===== src/rtl/srt_pkg.sv =====
// ----------------------------------------------------------------------------
// srt_pkg
//   Shared types and default sizes for the radix-2 SRT mantissa divider.
//   state_e : control FSM states of srt_radix2_core
//   digit_e : redundant quotient digit {-1,0,+1} as a 2-bit code
// ----------------------------------------------------------------------------
package srt_pkg;

    localparam int DEF_MANT_W = 25;              // guard + hidden + 23 fraction bits
    localparam int DEF_EXP_W  = 8;
    localparam int DEF_ITERS  = DEF_MANT_W + 2;  // quotient digits produced
    localparam int DEF_REM_W  = DEF_MANT_W + 2;  // two's complement partial remainder

    typedef enum logic [1:0] {
        IDLE = 2'd0,
        ITER = 2'd1,
        FIX  = 2'd2,
        DONE = 2'd3
    } state_e;

    typedef enum logic [1:0] {
        ZERO = 2'b00,
        POS  = 2'b01,
        NEG  = 2'b11
    } digit_e;

endpackage


===== src/rtl/srt_qds.sv =====
// ----------------------------------------------------------------------------
// srt_qds
//   Radix-2 SRT quotient digit selection.
//   Ports:
//     est_i   in  4  truncated 2r estimate: sign, integer, two fraction bits
//                    (value = est_i / 4)
//     digit_o out 2  selected digit (digit_e)
//   Truncation makes est_i <= 2r < est_i + 0.25, so the thresholds below
//   keep the next remainder inside [-d, d).
// ----------------------------------------------------------------------------
module srt_qds
    import srt_pkg::*;
(
    input  logic signed [3:0] est_i,
    output digit_e            digit_o
);

    always_comb begin
        digit_o = ZERO;
        if (est_i >= 4'sd2) begin           // 2r >= +0.5
            digit_o = POS;
        end else if (est_i <= -4'sd3) begin // 2r <  -0.5
            digit_o = NEG;
        end
    end

endmodule


===== src/rtl/srt_radix2_core.sv =====
// ----------------------------------------------------------------------------
// srt_radix2_core
//   Iterative radix-2 SRT mantissa divider with on-the-fly quotient
//   conversion and a final negative-remainder correction step.
//   Ports:
//     clk, rst                  clock, synchronous active-high reset
//     in_valid / in_ready       operand handshake (in_ready = core idle)
//     dividend_mant             normalized dividend mantissa (bit MANT_W-2 hidden)
//     divisor_mant              normalized divisor mantissa
//     exp_in, sign_in           passed through to exp_out / sign_out
//     out_valid / out_ready     result handshake, result held until taken
//     quotient                  unrounded quotient, weights 2^-1 .. 2^-ITERS
//     sticky                    final remainder nonzero
//     div_by_zero               divisor hidden bit clear
//     zero_dividend             dividend hidden bit clear, divisor nonzero
// ----------------------------------------------------------------------------
module srt_radix2_core
    import srt_pkg::*;
#(
    parameter int MANT_W = DEF_MANT_W,
    parameter int EXP_W  = DEF_EXP_W,
    parameter int ITERS  = MANT_W + 2
) (
    input  logic              clk,
    input  logic              rst,
    input  logic              in_valid,
    output logic              in_ready,
    input  logic [MANT_W-1:0] dividend_mant,
    input  logic [MANT_W-1:0] divisor_mant,
    input  logic [EXP_W-1:0]  exp_in,
    input  logic              sign_in,
    output logic              out_valid,
    input  logic              out_ready,
    output logic [ITERS-1:0]  quotient,
    output logic              sticky,
    output logic              div_by_zero,
    output logic              zero_dividend,
    output logic [EXP_W-1:0]  exp_out,
    output logic              sign_out
);

    localparam int REM_W = MANT_W + 2;
    localparam int CNT_W = $clog2(ITERS + 1);
    localparam int HID   = MANT_W - 2;

    state_e                   state_q, state_d;
    logic signed [REM_W-1:0]  rem_q, rem_d;
    logic signed [REM_W-1:0]  div_q, div_d;
    logic [ITERS-1:0]         qp_q, qp_d;     // on-the-fly Q
    logic [ITERS-1:0]         qm_q, qm_d;     // on-the-fly Q - 1ulp
    logic [CNT_W-1:0]         cnt_q, cnt_d;
    logic [ITERS-1:0]         quot_q, quot_d;
    logic                     sticky_q, sticky_d;
    logic                     dbz_q, dbz_d;
    logic                     zd_q, zd_d;
    logic [EXP_W-1:0]         exp_q, exp_d;
    logic                     sign_q, sign_d;

    logic signed [REM_W-1:0]  rem2;
    logic signed [REM_W-1:0]  rem_step;
    logic signed [REM_W-1:0]  rem_fix;
    logic signed [3:0]        est;
    digit_e                   digit;

    // |r| <= d < 1, so 2r stays inside the [-2,2) range of the remainder format.
    assign rem2    = rem_q <<< 1;
    assign est     = rem2[REM_W-1 -: 4];
    assign rem_fix = rem_q + div_q;

    srt_qds u_qds (
        .est_i   (est),
        .digit_o (digit)
    );

    always_comb begin
        rem_step = rem2;
        case (digit)
            POS:     rem_step = rem2 - div_q;
            NEG:     rem_step = rem2 + div_q;
            default: rem_step = rem2;
        endcase
    end

    always_comb begin
        state_d  = state_q;
        rem_d    = rem_q;
        div_d    = div_q;
        qp_d     = qp_q;
        qm_d     = qm_q;
        cnt_d    = cnt_q;
        quot_d   = quot_q;
        sticky_d = sticky_q;
        dbz_d    = dbz_q;
        zd_d     = zd_q;
        exp_d    = exp_q;
        sign_d   = sign_q;

        case (state_q)
            IDLE: begin
                if (in_valid) begin
                    exp_d  = exp_in;
                    sign_d = sign_in;
                    if (!divisor_mant[HID]) begin
                        // divide-by-zero wins over a zero dividend
                        dbz_d    = 1'b1;
                        zd_d     = 1'b0;
                        quot_d   = '0;
                        sticky_d = 1'b0;
                        state_d  = DONE;
                    end else if (!dividend_mant[HID]) begin
                        dbz_d    = 1'b0;
                        zd_d     = 1'b1;
                        quot_d   = '0;
                        sticky_d = 1'b0;
                        state_d  = DONE;
                    end else begin
                        dbz_d   = 1'b0;
                        zd_d    = 1'b0;
                        // x in [0.25,0.5), d = divisor<<1 in [0.5,1), 25 fraction bits
                        rem_d   = $signed({2'b00, dividend_mant});
                        div_d   = $signed({1'b0, divisor_mant, 1'b0});
                        qp_d    = '0;
                        qm_d    = '1;
                        cnt_d   = CNT_W'(ITERS - 1);
                        state_d = ITER;
                    end
                end
            end
            ITER: begin
                rem_d = rem_step;
                case (digit)
                    POS: begin
                        qp_d = {qp_q[ITERS-2:0], 1'b1};
                        qm_d = {qp_q[ITERS-2:0], 1'b0};
                    end
                    NEG: begin
                        qp_d = {qm_q[ITERS-2:0], 1'b1};
                        qm_d = {qm_q[ITERS-2:0], 1'b0};
                    end
                    default: begin
                        qp_d = {qp_q[ITERS-2:0], 1'b0};
                        qm_d = {qm_q[ITERS-2:0], 1'b1};
                    end
                endcase
                if (cnt_q == '0) begin
                    state_d = FIX;
                end else begin
                    cnt_d = cnt_q - 1'b1;
                end
            end
            FIX: begin
                // a negative final remainder means the quotient overshot by one ulp
                if (rem_q[REM_W-1]) begin
                    quot_d   = qm_q;
                    rem_d    = rem_fix;
                    sticky_d = (rem_fix != '0);
                end else begin
                    quot_d   = qp_q;
                    sticky_d = (rem_q != '0);
                end
                state_d = DONE;
            end
            DONE: begin
                if (out_ready) begin
                    state_d = IDLE;
                end
            end
            default: state_d = IDLE;
        endcase
    end

    always_ff @(posedge clk) begin
        if (rst) begin
            state_q  <= IDLE;
            quot_q   <= '0;
            sticky_q <= 1'b0;
            dbz_q    <= 1'b0;
            zd_q     <= 1'b0;
            exp_q    <= '0;
            sign_q   <= 1'b0;
        end else begin
            state_q  <= state_d;
            quot_q   <= quot_d;
            sticky_q <= sticky_d;
            dbz_q    <= dbz_d;
            zd_q     <= zd_d;
            exp_q    <= exp_d;
            sign_q   <= sign_d;
        end
        rem_q <= rem_d;
        div_q <= div_d;
        qp_q  <= qp_d;
        qm_q  <= qm_d;
        cnt_q <= cnt_d;
    end

    assign in_ready      = (state_q == IDLE);
    assign out_valid     = (state_q == DONE);
    assign quotient      = quot_q;
    assign sticky        = sticky_q;
    assign div_by_zero   = dbz_q;
    assign zero_dividend = zd_q;
    assign exp_out       = exp_q;
    assign sign_out      = sign_q;

endmodule


===== config.mk =====
export PLATFORM = sky130hd
export DESIGN_NAME = srt_radix2_core
export DESIGN_NICKNAME = d
export VERILOG_FILES = /design/src/rtl/srt_pkg.sv /design/src/rtl/srt_qds.sv /design/src/rtl/srt_radix2_core.sv
export SDC_FILE = /design/constraint.sdc
export NUM_CORES = 1
export LEC_CHECK = 0
export CAP_MARGIN = 20
export CORE_MARGIN = 3
export CORE_UTILIZATION = 54
export CTS_BUF_LIST = sky130_fd_sc_hd__clkbuf_8
export CTS_CLUSTER_DIAMETER = 200
export DETAILED_ROUTE_END_ITERATION = 8
export PLACE_DENSITY = 0.89
export SYNTH_ARGS = -nofsm -noshare
export SYNTH_HDL_FRONTEND = slang
export SYNTH_HIERARCHICAL = 1
export SYNTH_SLANG_ARGS = --single-unit

===== constraint.sdc =====
create_clock -name clk -period 4.7 [get_ports clk]
set_input_delay 0.47 -clock clk [delete_from_list [all_inputs] [get_ports clk]]
set_output_delay 0.47 -clock clk [all_outputs]
set_load 0.05 [all_outputs]

==> run_summary.xml, run 1 <==
<?xml version="1.0" encoding="UTF-8"?>
<metrics>
  <group name="synth">
    <metric name="postSynth.asyncResetShare" unit="%">0</metric>
    <metric name="synth_sequential_area_ratio" unit="%">40.4</metric>
    <metric name="synth_top_flop_cell" unit="">sky130_fd_sc_hd__edfxtp_1</metric>
    <metric name="synth_top_area_share" unit="%">32.4</metric>
    <metric name="yosysWarnings" unit="">6</metric>
    <metric name="syn_inst" unit="">1154</metric>
    <metric name="post_synth_instance_area" unit="mm2">0.0102</metric>
    <metric name="ys_top_cells_by_area" unit="">sky130_fd_sc_hd__edfxtp_1, sky130_fd_sc_hd__dfxtp_1, sky130_fd_sc_hd__nand2_1, sky130_fd_sc_hd__ha_1, sky130_fd_sc_hd__a21oi_1</metric>
    <metric name="synth.ff_latch_count" unit="">151</metric>
    <metric name="syn-mean-instance-area" unit="um2">8.84</metric>
    <metric name="post_synth_num_cell_types" unit="">82</metric>
    <metric name="synth_area_leader" unit="">sky130_fd_sc_hd__edfxtp_1</metric>
    <metric name="synth_edf_count" unit="">110</metric>
    <metric name="synth_fp_nets" unit="">1275</metric>
  </group>
  <group name="min_path">
    <metric name="worstHoldPathCells" unit="">2</metric>
    <metric name="hold_path.startpoint" unit="">quotient[3]</metric>
    <metric name="hold_path_end" unit="">quotient[3]</metric>
    <metric name="worstHoldPathType" unit="">reg2reg</metric>
  </group>
  <group name="floorplanning">
    <metric name="core_area" unit="mm2">0.0183</metric>
    <metric name="die_x" unit="um">143</metric>
    <metric name="ioPinCount" unit="">104</metric>
    <metric name="chipHeight" unit="um">143</metric>
    <metric name="placement_rows" unit="">49</metric>
    <metric name="die_area" unit="mm2">0.0206</metric>
    <metric name="start_util" unit="%">55.9</metric>
  </group>
  <group name="place">
    <metric name="place_hpwl" unit="um">20400</metric>
    <metric name="gpl.final_weighted_congestion" unit="">1.01</metric>
    <metric name="placed_area" unit="mm2">0.0115</metric>
    <metric name="numPlacedInstances" unit="">1450</metric>
    <metric name="buffer_ports.inserted" unit="">103</metric>
  </group>
  <group name="global_route">
    <metric name="grt_antenna_before_repair" unit="">0</metric>
    <metric name="gr-usage-met2" unit="%">44.2</metric>
    <metric name="grt_start_max_net_pins" unit="">43</metric>
    <metric name="grt_first_pass_wirelength" unit="um">46300</metric>
    <metric name="global_route.usage.met3" unit="%">6.99</metric>
    <metric name="gr-total-overflow" unit="">0</metric>
    <metric name="use_met1" unit="%">37.6</metric>
    <metric name="global_route.usage.total" unit="%">28.1</metric>
    <metric name="top_usage_layer" unit="">met2</metric>
    <metric name="vias_in_the_first_global_route" unit="">9201</metric>
  </group>
  <group name="route">
    <metric name="final_antenna_net_count" unit="">0</metric>
    <metric name="via_count" unit="">9669</metric>
    <metric name="routed_wirelength" unit="um">29300</metric>
    <metric name="drt_first_iter_violations" unit="">981</metric>
    <metric name="drc_errors" unit="">0</metric>
    <metric name="avgViaCountPerCell" unit="">6.50</metric>
    <metric name="avgRoutedWirePerCell" unit="um">19.7</metric>
    <metric name="first_pass_iters" unit="">5</metric>
  </group>
  <group name="worst_setup_path">
    <metric name="critPathTopFamily" unit="">simple AND/OR/NAND/NOR gates</metric>
    <metric name="crit-reg2reg-launch" unit="">div_q[3]</metric>
    <metric name="timing.critical_path.required" unit="ns">4.88</metric>
    <metric name="critical_path.startpoint" unit="">div_q[3]</metric>
    <metric name="worst_r2r_endpoint" unit="">rem_q[24]</metric>
    <metric name="critical_path.endpoint_type" unit="">flop</metric>
    <metric name="reg2regPathDepth" unit="">16</metric>
    <metric name="cp_slowest_stage_delay" unit="ns">0.47</metric>
    <metric name="reg2reg_slack" unit="ns">0.24</metric>
    <metric name="crit_path_cell_trace" unit="">nor2_1 &gt; nand2_1 &gt; or4_1 &gt; nand2b_1 &gt; o21ai_0 &gt; xnor2_1 &gt; ha_1 &gt; and3_1 &gt; and4_1 &gt; a32oi_1 &gt; o21ai_1 &gt; a31oi_1 &gt; o21ai_0 &gt; mux2i_1 &gt; o41ai_1 &gt; a31oi_1</metric>
    <metric name="critPathSlowestCell" unit="">sky130_fd_sc_hd__edfxtp_1</metric>
    <metric name="critical_path_peak_fanout" unit="">5</metric>
    <metric name="critical_path_class" unit="">reg2reg</metric>
    <metric name="worstSetupStartpointType" unit="">flop</metric>
    <metric name="worst-path-buf-inv" unit="">0</metric>
    <metric name="arrival" unit="ns">4.64</metric>
  </group>
  <group name="clocking">
    <metric name="post_cts_hold_buffer_count" unit="">0</metric>
    <metric name="worstSkewPairLatency" unit="ns">0.47</metric>
    <metric name="cts_buffer_depth" unit="">2</metric>
    <metric name="numCtsBuffers" unit="">17</metric>
    <metric name="htreeDepth" unit="">4</metric>
    <metric name="tritoncts" unit="">done</metric>
    <metric name="cts_num_sinks" unit="">151</metric>
    <metric name="cts.clk_slew.worst_paths" unit="ns">0.09</metric>
    <metric name="cts_root_buf" unit="">sky130_fd_sc_hd__clkbuf_8</metric>
  </group>
  <group name="sta">
    <metric name="max-slew-margin-rel" unit="%">42.8</metric>
    <metric name="grt_setup_unrepaired" unit="">yes</metric>
    <metric name="final-hold-violation-count" unit="">0</metric>
    <metric name="min_period_over_period" unit="%">94.9</metric>
    <metric name="setup_viol" unit="">0</metric>
    <metric name="worst_pin_slew" unit="ns">0.856</metric>
    <metric name="fin_max_slew_vios" unit="">0</metric>
    <metric name="final.setup_skew" unit="ns">0.0175</metric>
    <metric name="min_period" unit="ns">4.46</metric>
    <metric name="clock.fmax" unit="MHz">224</metric>
  </group>
  <group name="layout">
    <metric name="finalInstanceArea" unit="mm2">0.0119</metric>
    <metric name="synthToLayoutAreaGrowth" unit="%">17.0</metric>
    <metric name="layout.nets" unit="">1366</metric>
    <metric name="drive_above_1_share" unit="%">9.30</metric>
    <metric name="finish.cell_count_without_fillers" unit="">1487</metric>
    <metric name="total_of_fill_cells_in_the_finished_design" unit="">1440</metric>
    <metric name="diodes" unit="">0</metric>
    <metric name="final_cell_utilization_of_the_core" unit="%">65.4</metric>
  </group>
  <group name="power">
    <metric name="power.leakage" unit="nW">4.39</metric>
    <metric name="power.density" unit="mW/mm2">838</metric>
    <metric name="vdd.ir_drop.worst" unit="V">0.000436</metric>
  </group>
  <group name="status">
    <metric name="outcome" unit="">finished clean</metric>
  </group>
  <group name="flow_run">
    <metric name="max_cap_violation_count" unit="">0</metric>
  </group>
</metrics>
-- timing repair --
item / 4_1_cts / 5_1_grt
setup buffers: 0 / 3
setup endpoints to repair: 0 / 3
resized for setup: 0 / 4
-- worst max path at each step --
stage / endpoint / slack [ns] / cells past startpoint
6_report: rem_q[24] / 0.24 / 16
3_5_place_dp: sticky / 0.10 / 18
5_1_grt: sticky / -0.07 / 18
2_1_floorplan: sticky / 0.61 / 19
4_1_cts: sticky / 0.05 / 18
3_3_place_gp: sticky / 0.37 / 18
-- power by group --
group	switching, mW	internal [mW]	total [mW]
combinational	4.18	2.55	6.73
clock	0.575	0.395	0.970
sequential	0.321	1.99	2.31
-- routing by layer --
layer | wire (um) | up-vias
met5 | 0 | -
met4 | 990 | 0
met3 | 2960 | 89
met2 | 13400 | 575
met1 | 12000 | 4556
li1 | - | 4449
-- cell type report --
cell class              count  area (um2)  area share, %
well taps                 229         287           2.40
repair buffers            133        1270           10.6
multi-input cells         914        5790           48.5
inverters                  28         105          0.880
clock inverters            14         120           1.01
clock buffers              18         248           2.07
flip-flops and latches    151        4120           34.5
-- through the flow --
step           setup slack, ns  power [mW]  setup TNS (ns)  hold slack (ns)
2_1_floorplan            0.613        7.05               0            0.511
3_3_place_gp             0.373        8.58               0            0.438
3_5_place_dp             0.104        8.77               0            0.444
4_1_cts                 0.0526        9.75               0            0.457
5_1_grt                -0.0685        10.6         -0.0685            0.470
6_report                 0.238        10.0               0            0.455
-- cell usage in the layout, fill, tap and decap left out, types with 15 or more instances in the layout --
cell,count
sky130_fd_sc_hd__nand2_1,196
sky130_fd_sc_hd__a21oi_1,124
sky130_fd_sc_hd__edfxtp_1,110
sky130_fd_sc_hd__clkdlybuf4s50_1,103
sky130_fd_sc_hd__nor2_1,78
sky130_fd_sc_hd__nand3_1,75
sky130_fd_sc_hd__ha_1,55
sky130_fd_sc_hd__dfxtp_1,41
sky130_fd_sc_hd__o21ai_0,33
sky130_fd_sc_hd__xnor2_1,29
sky130_fd_sc_hd__mux2_2,29
sky130_fd_sc_hd__buf_4,28
sky130_fd_sc_hd__inv_1,27
sky130_fd_sc_hd__a21o_1,26
sky130_fd_sc_hd__nor3_1,22
sky130_fd_sc_hd__xor2_1,18
sky130_fd_sc_hd__clkbuf_8,18
sky130_fd_sc_hd__nor4_1,15
-- cell families (layout without fill, tap and decap cells) --
family / after synthesis / after routing / share of synthesized area, %
AND/OR/NAND/NOR: 462 / 462 / 20.8
AO/OA/AOI/OAI: 308 / 308 / 20.0
flip-flops: 151 / 151 / 40.4
buffers and inverters: 89 / 193 / 3.30
adder cells (fa/ha/maj): 58 / 58 / 7.26
XOR/XNOR: 47 / 47 / 4.03
multiplexers: 39 / 39 / 4.18
-- cell usage after synthesis, drive strengths merged, types with 4 or more instances --
cell type and instances:
a22oi 5, nand3 75, nand2b 13, edfxtp 110, nand4 5, o21a 10, a211oi 12, nor2 79
o21ai 38, and2 8, a31oi 9, and3 7, nand3b 5, o31ai 6, xor2 18, nand2 196
dfxtp 41, mux2 29, clkbuf 54, ha 56, nor4 15, a2111oi 4, mux2i 10, nor2b 9
xnor2 29, and4 4, a21oi 126, or3 8, inv 27, nor3 23, o21bai 5, o311ai 6
buf 7, o211ai 9, o22a 4, a21o 26, a211o 4
-- worst register-to-register path, stage by stage, from the launching register on --
cell and delay, ns:
sky130_fd_sc_hd__edfxtp_1 0.47, sky130_fd_sc_hd__nor2_1 0.23, sky130_fd_sc_hd__nand2_1 0.16, sky130_fd_sc_hd__or4_1 0.47
sky130_fd_sc_hd__nand2b_1 0.28, sky130_fd_sc_hd__o21ai_0 0.24, sky130_fd_sc_hd__xnor2_1 0.14, sky130_fd_sc_hd__ha_1 0.30
sky130_fd_sc_hd__and3_1 0.24, sky130_fd_sc_hd__and4_1 0.22, sky130_fd_sc_hd__a32oi_1 0.15, sky130_fd_sc_hd__o21ai_1 0.11
sky130_fd_sc_hd__a31oi_1 0.35, sky130_fd_sc_hd__o21ai_0 0.17, sky130_fd_sc_hd__mux2i_1 0.14, sky130_fd_sc_hd__o41ai_1 0.38
sky130_fd_sc_hd__a31oi_1 0.14
-- sequential cells by signal (all words and copies together) (netlist names) --
| signal | flops |
|---|---|
| sign_out | 1 |
| qp_q | 27 |
| rem_q | 27 |
| div_q | 24 |
| div_by_zero | 1 |
| sticky | 1 |
| qm_q | 27 |
| exp_out | 8 |
| state_q | 2 |
| cnt_q | 5 |
| quotient | 27 |
| zero_dividend | 1 |
(Power assumes the default switching activity.)
==> run 2: changes to the inputs <==
--- a/config.mk
+++ b/config.mk
@@ -5,6 +5,7 @@
 export SDC_FILE = /design/constraint.sdc
 export NUM_CORES = 1
 export LEC_CHECK = 0
+export ABC_CLOCK_PERIOD_IN_PS = 4700
 export CAP_MARGIN = 20
 export CORE_MARGIN = 3
 export CORE_UTILIZATION = 54
@@ -12,6 +13,7 @@
 export CTS_CLUSTER_DIAMETER = 200
 export DETAILED_ROUTE_END_ITERATION = 8
 export PLACE_DENSITY = 0.89
+export RECOVER_POWER = 100
 export SYNTH_ARGS = -nofsm -noshare
 export SYNTH_HDL_FRONTEND = slang
 export SYNTH_HIERARCHICAL = 1
==> run_summary.xml, run 2 (same netlist as run 1, synthesis figures left out) <==
<?xml version="1.0" encoding="UTF-8"?>
<metrics>
  <group name="worst_setup_path">
    <metric name="worst-path-buf-inv" unit="">0</metric>
    <metric name="critPathSlowestCell" unit="">sky130_fd_sc_hd__edfxtp_1</metric>
    <metric name="critical_path_peak_fanout" unit="">5</metric>
    <metric name="critPathTopFamily" unit="">compound AO/OA/AOI/OAI gates</metric>
    <metric name="worst_r2r_endpoint" unit="">rem_q[24]</metric>
    <metric name="reg2reg_slack" unit="ns">0.23</metric>
    <metric name="timing.critical_path.mode_cell" unit="">sky130_fd_sc_hd__o21ai_0</metric>
    <metric name="crit-reg2reg-launch" unit="">div_q[3]</metric>
    <metric name="worstSetupStartpointType" unit="">flop</metric>
    <metric name="reg2regPathDepth" unit="">16</metric>
    <metric name="critical_path.startpoint" unit="">div_q[3]</metric>
    <metric name="arrival" unit="ns">4.65</metric>
    <metric name="critical_path_class" unit="">reg2reg</metric>
    <metric name="critical_path.endpoint_type" unit="">flop</metric>
    <metric name="cp_slowest_stage_delay" unit="ns">0.47</metric>
    <metric name="crit_path_cell_trace" unit="">nor2_1 &gt; nand2_1 &gt; or4_1 &gt; nand2b_1 &gt; o21ai_0 &gt; xnor2_1 &gt; ha_1 &gt; and3_1 &gt; and4_1 &gt; a32oi_1 &gt; o21ai_0 &gt; a31oi_1 &gt; o21ai_0 &gt; mux2i_1 &gt; o41ai_1 &gt; a31oi_1</metric>
    <metric name="timing.critical_path.required" unit="ns">4.87</metric>
  </group>
  <group name="clocking">
    <metric name="tritoncts" unit="">done</metric>
    <metric name="htreeDepth" unit="">4</metric>
    <metric name="numCtsBuffers" unit="">17</metric>
    <metric name="cts_num_sinks" unit="">151</metric>
    <metric name="cts_buffer_depth" unit="">2</metric>
    <metric name="worstSkewPairLatency" unit="ns">0.47</metric>
    <metric name="cts.clk_slew.worst_paths" unit="ns">0.09</metric>
    <metric name="cts_root_buf" unit="">sky130_fd_sc_hd__clkbuf_8</metric>
  </group>
  <group name="sta">
    <metric name="min_period_over_period" unit="%">95.1</metric>
    <metric name="min_period" unit="ns">4.47</metric>
    <metric name="final-hold-violation-count" unit="">0</metric>
    <metric name="worst_pin_slew" unit="ns">2.05</metric>
    <metric name="max-slew-margin-rel" unit="%">-37.0</metric>
    <metric name="grt_setup_unrepaired" unit="">yes</metric>
    <metric name="final.setup_skew" unit="ns">0.0153</metric>
    <metric name="fin_max_slew_vios" unit="">110</metric>
    <metric name="tns" unit="ns">0</metric>
    <metric name="setup_viol" unit="">0</metric>
    <metric name="clock.fmax" unit="MHz">224</metric>
  </group>
  <group name="global_route">
    <metric name="gr-total-overflow" unit="">0</metric>
    <metric name="global_route.usage.total" unit="%">28.1</metric>
    <metric name="grt_antenna_before_repair" unit="">0</metric>
    <metric name="vias_in_the_first_global_route" unit="">9201</metric>
    <metric name="grt_first_pass_wirelength" unit="um">46300</metric>
    <metric name="grt_start_max_net_pins" unit="">43</metric>
  </group>
  <group name="layout">
    <metric name="multiInputGateArea" unit="mm2">0.00577</metric>
    <metric name="diodes" unit="">0</metric>
    <metric name="layout_common_cells" unit="">sky130_fd_sc_hd__nand2_1, sky130_fd_sc_hd__a21oi_1, sky130_fd_sc_hd__edfxtp_1</metric>
    <metric name="sequential_cell_area" unit="mm2">0.00412</metric>
    <metric name="final_cell_utilization_of_the_core" unit="%">65.2</metric>
    <metric name="mostFrequentLayoutCell" unit="">sky130_fd_sc_hd__nand2_1</metric>
    <metric name="drive_above_1_share" unit="%">8.66</metric>
    <metric name="layout.nets" unit="">1366</metric>
    <metric name="synthToLayoutAreaGrowth" unit="%">16.7</metric>
    <metric name="total_of_fill_cells_in_the_finished_design" unit="">1451</metric>
  </group>
  <group name="power">
    <metric name="power.density" unit="mW/mm2">835</metric>
    <metric name="pwr-share-clk" unit="%">9.7</metric>
    <metric name="seqPwrFrac" unit="%">23.4</metric>
    <metric name="vdd.ir_drop.worst" unit="V">0.000424</metric>
    <metric name="power.leakage" unit="nW">4.51</metric>
    <metric name="netSwitchingFraction" unit="%">50.7</metric>
    <metric name="combPwrFrac" unit="%">66.9</metric>
    <metric name="cellInternalPower" unit="mW">4.90</metric>
    <metric name="fin_total_pwr" unit="mW">9.94</metric>
    <metric name="power_switching" unit="mW">5.04</metric>
  </group>
  <group name="status">
    <metric name="violations_in_the_final_reports" unit="">capacitance limit, slew limit</metric>
    <metric name="outcome" unit="">finished with violations</metric>
  </group>
  <group name="route">
    <metric name="avgViaCountPerCell" unit="">6.49</metric>
    <metric name="drt_first_iter_violations" unit="">1048</metric>
    <metric name="drc_errors" unit="">0</metric>
    <metric name="final_antenna_net_count" unit="">0</metric>
    <metric name="routed_wirelength" unit="um">29300</metric>
    <metric name="first_pass_iters" unit="">7</metric>
    <metric name="avgRoutedWirePerCell" unit="um">19.7</metric>
    <metric name="via_count" unit="">9650</metric>
  </group>
  <group name="floorplanning">
    <metric name="die_x" unit="um">143</metric>
    <metric name="ioPinCount" unit="">104</metric>
    <metric name="chipHeight" unit="um">143</metric>
    <metric name="die_area" unit="mm2">0.0206</metric>
    <metric name="start_util" unit="%">55.9</metric>
    <metric name="core_area" unit="mm2">0.0183</metric>
    <metric name="placement_rows" unit="">49</metric>
  </group>
  <group name="min_path">
    <metric name="worstHoldPathType" unit="">reg2reg</metric>
    <metric name="hold_path.startpoint" unit="">quotient[3]</metric>
    <metric name="hold_path_end" unit="">quotient[3]</metric>
    <metric name="worstHoldPathCells" unit="">2</metric>
  </group>
  <group name="flow_run">
    <metric name="max_cap_violation_count" unit="">5</metric>
  </group>
  <group name="place">
    <metric name="gpl.final_weighted_congestion" unit="">1.01</metric>
    <metric name="place_hpwl" unit="um">20400</metric>
    <metric name="buffer_ports.inserted" unit="">103</metric>
  </group>
</metrics>
run 2: cell types whose count changed in the layout (fill, tap and decap cells not counted), sizes merged:
cell,previous run,this run
buf,30,24
clkbuf,18,24
clkdlybuf4s50,103,38
dlygate4sd3,0,65
run 2: layout make-up:
cell class                      instances  share of cell area (%)
Sequential cell                       151                    34.6
Multi-Input combinational cell        914                    48.5
Clock buffer                           18                    2.08
Clock inverter                         14                    1.01
Timing Repair Buffer                  133                    10.5
Inverter                               28                   0.883
Tap cell                              229                    2.41
run 2: per-stage QoR:
| stage | std cells | hold slack [ns] | worst slack (ns) | instance area (um2) |
|---|---|---|---|---|
| floorplan | 1154 | 0.511 | 0.613 | 10200 |
| global placement | 1450 | 0.438 | 0.373 | 11500 |
| detailed placement | 1450 | 0.444 | 0.104 | 11500 |
| CTS | 1482 | 0.457 | 0.0526 | 11900 |
| global route | 1487 | 0.467 | -0.0685 | 11900 |
| finish | 1487 | 0.451 | 0.229 | 11900 |
run 2: how the worst max path moves through the flow:
stage | depth (start not counted) | slack [ns] | endpoint
after global placement | 18 | 0.37 | sticky
after detailed placement | 18 | 0.10 | sticky
final | 16 | 0.23 | rem_q[24]
after CTS | 18 | 0.05 | sticky
after global routing | 18 | -0.07 | sticky
after floorplan | 19 | 0.61 | sticky
run 2: worst min-delay path, delay by kind of cell (launching register included):
| family | cells | cell delay [ns] |
|---|---|---|
| and+or+nand+nor | 1 | 0.05 |
| DFF | 1 | 0.32 |
| AOI/OAI and AO/OA | 1 | 0.05 |
run 2: power groups by stage:
stage | clock (mW) | combinational [mW] | sequential (mW)
2_1_floorplan | 0 | 4.63 | 2.41
3_3_place_gp | 0 | 6.27 | 2.30
3_5_place_dp | 0 | 6.44 | 2.32
4_1_cts | 0.972 | 6.48 | 2.29
5_1_grt | 1.03 | 7.21 | 2.35
6_report | 0.967 | 6.65 | 2.32
run 2: routing by layer:
metal | global-route usage [%] | share of wire (%)
met2 | 44.2 | 45
met5 | 0 | 0
met1 | 37.6 | 40
met3 | 6.99 | 11
met4 | 11.0 | 3.6
run 2: timing repair:
item | in CTS | in global routing
gates resized for setup | 0 | 4
hold buffers | 0 | 0
buffers inserted | 0 | 3
endpoints found under the setup margin | 0 | 3
==> run 3: changes to the inputs <==
--- a/config.mk
+++ b/config.mk
@@ -12,6 +12,7 @@
 export CTS_BUF_LIST = sky130_fd_sc_hd__clkbuf_8
 export CTS_CLUSTER_DIAMETER = 200
 export DETAILED_ROUTE_END_ITERATION = 8
+export GPL_ROUTABILITY_DRIVEN = 0
 export PLACE_DENSITY = 0.89
 export RECOVER_POWER = 100
 export SYNTH_ARGS = -nofsm -noshare
==> run_summary.xml, run 3 (same netlist as run 1, synthesis figures left out) <==
<?xml version="1.0" encoding="UTF-8"?>
<metrics>
  <group name="layout">
    <metric name="drive_above_1_share" unit="%">8.05</metric>
    <metric name="total_of_fill_cells_in_the_finished_design" unit="">1473</metric>
    <metric name="mostFrequentLayoutCell" unit="">sky130_fd_sc_hd__nand2_1</metric>
    <metric name="layout.nets" unit="">1362</metric>
    <metric name="finish.cell_count_without_fillers" unit="">1483</metric>
    <metric name="finalInstanceArea" unit="mm2">0.0119</metric>
    <metric name="sequential_cell_area" unit="mm2">0.00412</metric>
    <metric name="layout_common_cells" unit="">sky130_fd_sc_hd__nand2_1, sky130_fd_sc_hd__a21oi_1, sky130_fd_sc_hd__edfxtp_1</metric>
    <metric name="final_cell_utilization_of_the_core" unit="%">65.1</metric>
    <metric name="diodes" unit="">0</metric>
    <metric name="synthToLayoutAreaGrowth" unit="%">16.5</metric>
    <metric name="multiInputGateArea" unit="mm2">0.00577</metric>
  </group>
  <group name="worst_setup_path">
    <metric name="arrival" unit="ns">4.77</metric>
    <metric name="crit_path_cell_trace" unit="">and3_1 &gt; nor2_1 &gt; nand2_1 &gt; o21ai_0 &gt; ha_1 &gt; a211oi_1 &gt; nor4_1 &gt; nor2_1 &gt; o21ai_1 &gt; a31oi_1 &gt; buf_4 &gt; xnor2_1 &gt; mux2_2 &gt; a22oi_1 &gt; a21oi_1</metric>
    <metric name="timing.critical_path.mode_cell" unit="">sky130_fd_sc_hd__nor2_1</metric>
    <metric name="critPathSlowestCell" unit="">sky130_fd_sc_hd__a211oi_1</metric>
    <metric name="critical_path.endpoint_type" unit="">flop</metric>
    <metric name="timing.critical_path.required" unit="ns">4.89</metric>
    <metric name="worstSetupStartpointType" unit="">flop</metric>
    <metric name="critical_path_peak_fanout" unit="">10</metric>
    <metric name="critical_path_class" unit="">reg2reg</metric>
    <metric name="cp_slowest_stage_delay" unit="ns">0.57</metric>
    <metric name="reg2regPathDepth" unit="">15</metric>
  </group>
  <group name="floorplanning">
    <metric name="die_x" unit="um">143</metric>
    <metric name="chipHeight" unit="um">143</metric>
    <metric name="die_area" unit="mm2">0.0206</metric>
    <metric name="placement_rows" unit="">49</metric>
    <metric name="core_area" unit="mm2">0.0183</metric>
    <metric name="ioPinCount" unit="">104</metric>
    <metric name="start_util" unit="%">55.9</metric>
  </group>
  <group name="place">
    <metric name="numPlacedInstances" unit="">1449</metric>
    <metric name="place_hpwl" unit="um">19800</metric>
    <metric name="worst_slack_placed" unit="ns">0.103</metric>
    <metric name="placed_area" unit="mm2">0.0115</metric>
    <metric name="buffer_ports.inserted" unit="">103</metric>
  </group>
  <group name="clocking">
    <metric name="cts.clk_slew.worst_paths" unit="ns">0.10</metric>
    <metric name="htreeDepth" unit="">4</metric>
    <metric name="post_cts_hold_buffer_count" unit="">0</metric>
    <metric name="numCtsBuffers" unit="">17</metric>
    <metric name="worstSkewPairLatency" unit="ns">0.49</metric>
    <metric name="tritoncts" unit="">done</metric>
    <metric name="cts_buffer_depth" unit="">2</metric>
    <metric name="cts_root_buf" unit="">sky130_fd_sc_hd__clkbuf_8</metric>
    <metric name="cts_num_sinks" unit="">151</metric>
  </group>
  <group name="min_path">
    <metric name="worstHoldPathType" unit="">reg2reg</metric>
    <metric name="worstHoldPathCells" unit="">2</metric>
  </group>
  <group name="route">
    <metric name="final_antenna_net_count" unit="">0</metric>
    <metric name="via_count" unit="">9612</metric>
    <metric name="first_pass_iters" unit="">7</metric>
    <metric name="routed_wirelength" unit="um">28500</metric>
    <metric name="avgRoutedWirePerCell" unit="um">19.2</metric>
    <metric name="avgViaCountPerCell" unit="">6.48</metric>
    <metric name="drc_errors" unit="">0</metric>
    <metric name="drt_first_iter_violations" unit="">1201</metric>
  </group>
  <group name="status">
    <metric name="violations_in_the_final_reports" unit="">capacitance limit, slew limit</metric>
    <metric name="outcome" unit="">finished with violations</metric>
  </group>
  <group name="sta">
    <metric name="grt_setup_unrepaired" unit="">yes</metric>
    <metric name="max-slew-margin-rel" unit="%">-30.1</metric>
    <metric name="final-hold-violation-count" unit="">0</metric>
    <metric name="final.setup_skew" unit="ns">0.0187</metric>
    <metric name="timing.final.ws_setup" unit="ns">0.126</metric>
    <metric name="fin_max_slew_vios" unit="">99</metric>
    <metric name="setup_viol" unit="">0</metric>
    <metric name="min_period_over_period" unit="%">97.3</metric>
    <metric name="final.hold.worst_slack" unit="ns">0.450</metric>
    <metric name="min_period" unit="ns">4.57</metric>
    <metric name="tns" unit="ns">0</metric>
    <metric name="worst_pin_slew" unit="ns">1.95</metric>
    <metric name="clock.fmax" unit="MHz">219</metric>
  </group>
  <group name="power">
    <metric name="power.density" unit="mW/mm2">835</metric>
    <metric name="fin_total_pwr" unit="mW">9.92</metric>
    <metric name="power.leakage" unit="nW">4.48</metric>
    <metric name="vdd.ir_drop.worst" unit="V">0.000412</metric>
  </group>
  <group name="global_route">
    <metric name="grt_start_max_net_pins" unit="">55</metric>
    <metric name="vias_in_the_first_global_route" unit="">9278</metric>
    <metric name="grt_first_pass_wirelength" unit="um">45700</metric>
    <metric name="grt_antenna_before_repair" unit="">0</metric>
    <metric name="gr-total-overflow" unit="">0</metric>
    <metric name="global_route.usage.total" unit="%">27.7</metric>
  </group>
  <group name="flow_run">
    <metric name="max_cap_violation_count" unit="">3</metric>
  </group>
</metrics>
## run 3: cell types whose count changed in the layout (fill, tap and decap cells not counted), moves of 2 or more
cell,delta
sky130_fd_sc_hd__clkinv_4,-6
sky130_fd_sc_hd__clkinv_8,+5
sky130_fd_sc_hd__clkbuf_1,+5
sky130_fd_sc_hd__inv_8,+3
sky130_fd_sc_hd__buf_8,-2
sky130_fd_sc_hd__buf_4,-6
sky130_fd_sc_hd__clkinvlp_4,+2
## run 3: critical path, delay by kind of cell, from the launching register on
family	cells	cell delay, ns
compound gates	6	1.69
mux	1	0.27
fa+ha+maj	1	0.31
xor+xnor	1	0.08
flops	1	0.54
buf+inv	1	0.20
simple gates	5	1.19
## run 3: layout make-up
type                       instances  share of cell area [%]
clock buffer                      17                    1.97
clock inverter                    15                    1.53
inverter                          28                   0.884
multi-input combinational        914                    48.5
sequential                       151                    34.7
tap                              229                    2.41
timing repair buffer             129                    10.0
## run 3: timing repair
item                       CTS  global route
setup endpoints to repair    0             4
gates resized for setup      0             4
buffers inserted             0             1
## run 3: where the power goes
| part | internal (mW) | total (mW) | switching, mW |
|---|---|---|---|
| clock network | 0.408 | 1.04 | 0.633 |
| logic | 2.45 | 6.56 | 4.11 |
| registers | 2.00 | 2.32 | 0.319 |
| total | 4.86 | 9.92 | 5.07 |
## run 3: final timing paths
| check | start | endpoint | slack, ns |
|---|---|---|---|
| worst max-delay path | rem_q[24] | rem_q[18] | 0.13 |
| worst max register to register | rem_q[24] | rem_q[18] | 0.13 |
| worst min register to register | quotient[8] | quotient[8] | 0.45 |
| worst min-delay path | quotient[8] | quotient[8] | 0.45 |
## run 3: routing by layer
metal / wire length, um / part of all wire [%] / track usage [%]
met1: 11600 / 41 / 36.4
met5: 0 / 0 / 0
met3: 2560 / 9.0 / 5.72
met2: 13100 / 46 / 43.8
met4: 1240 / 4.4 / 13.4
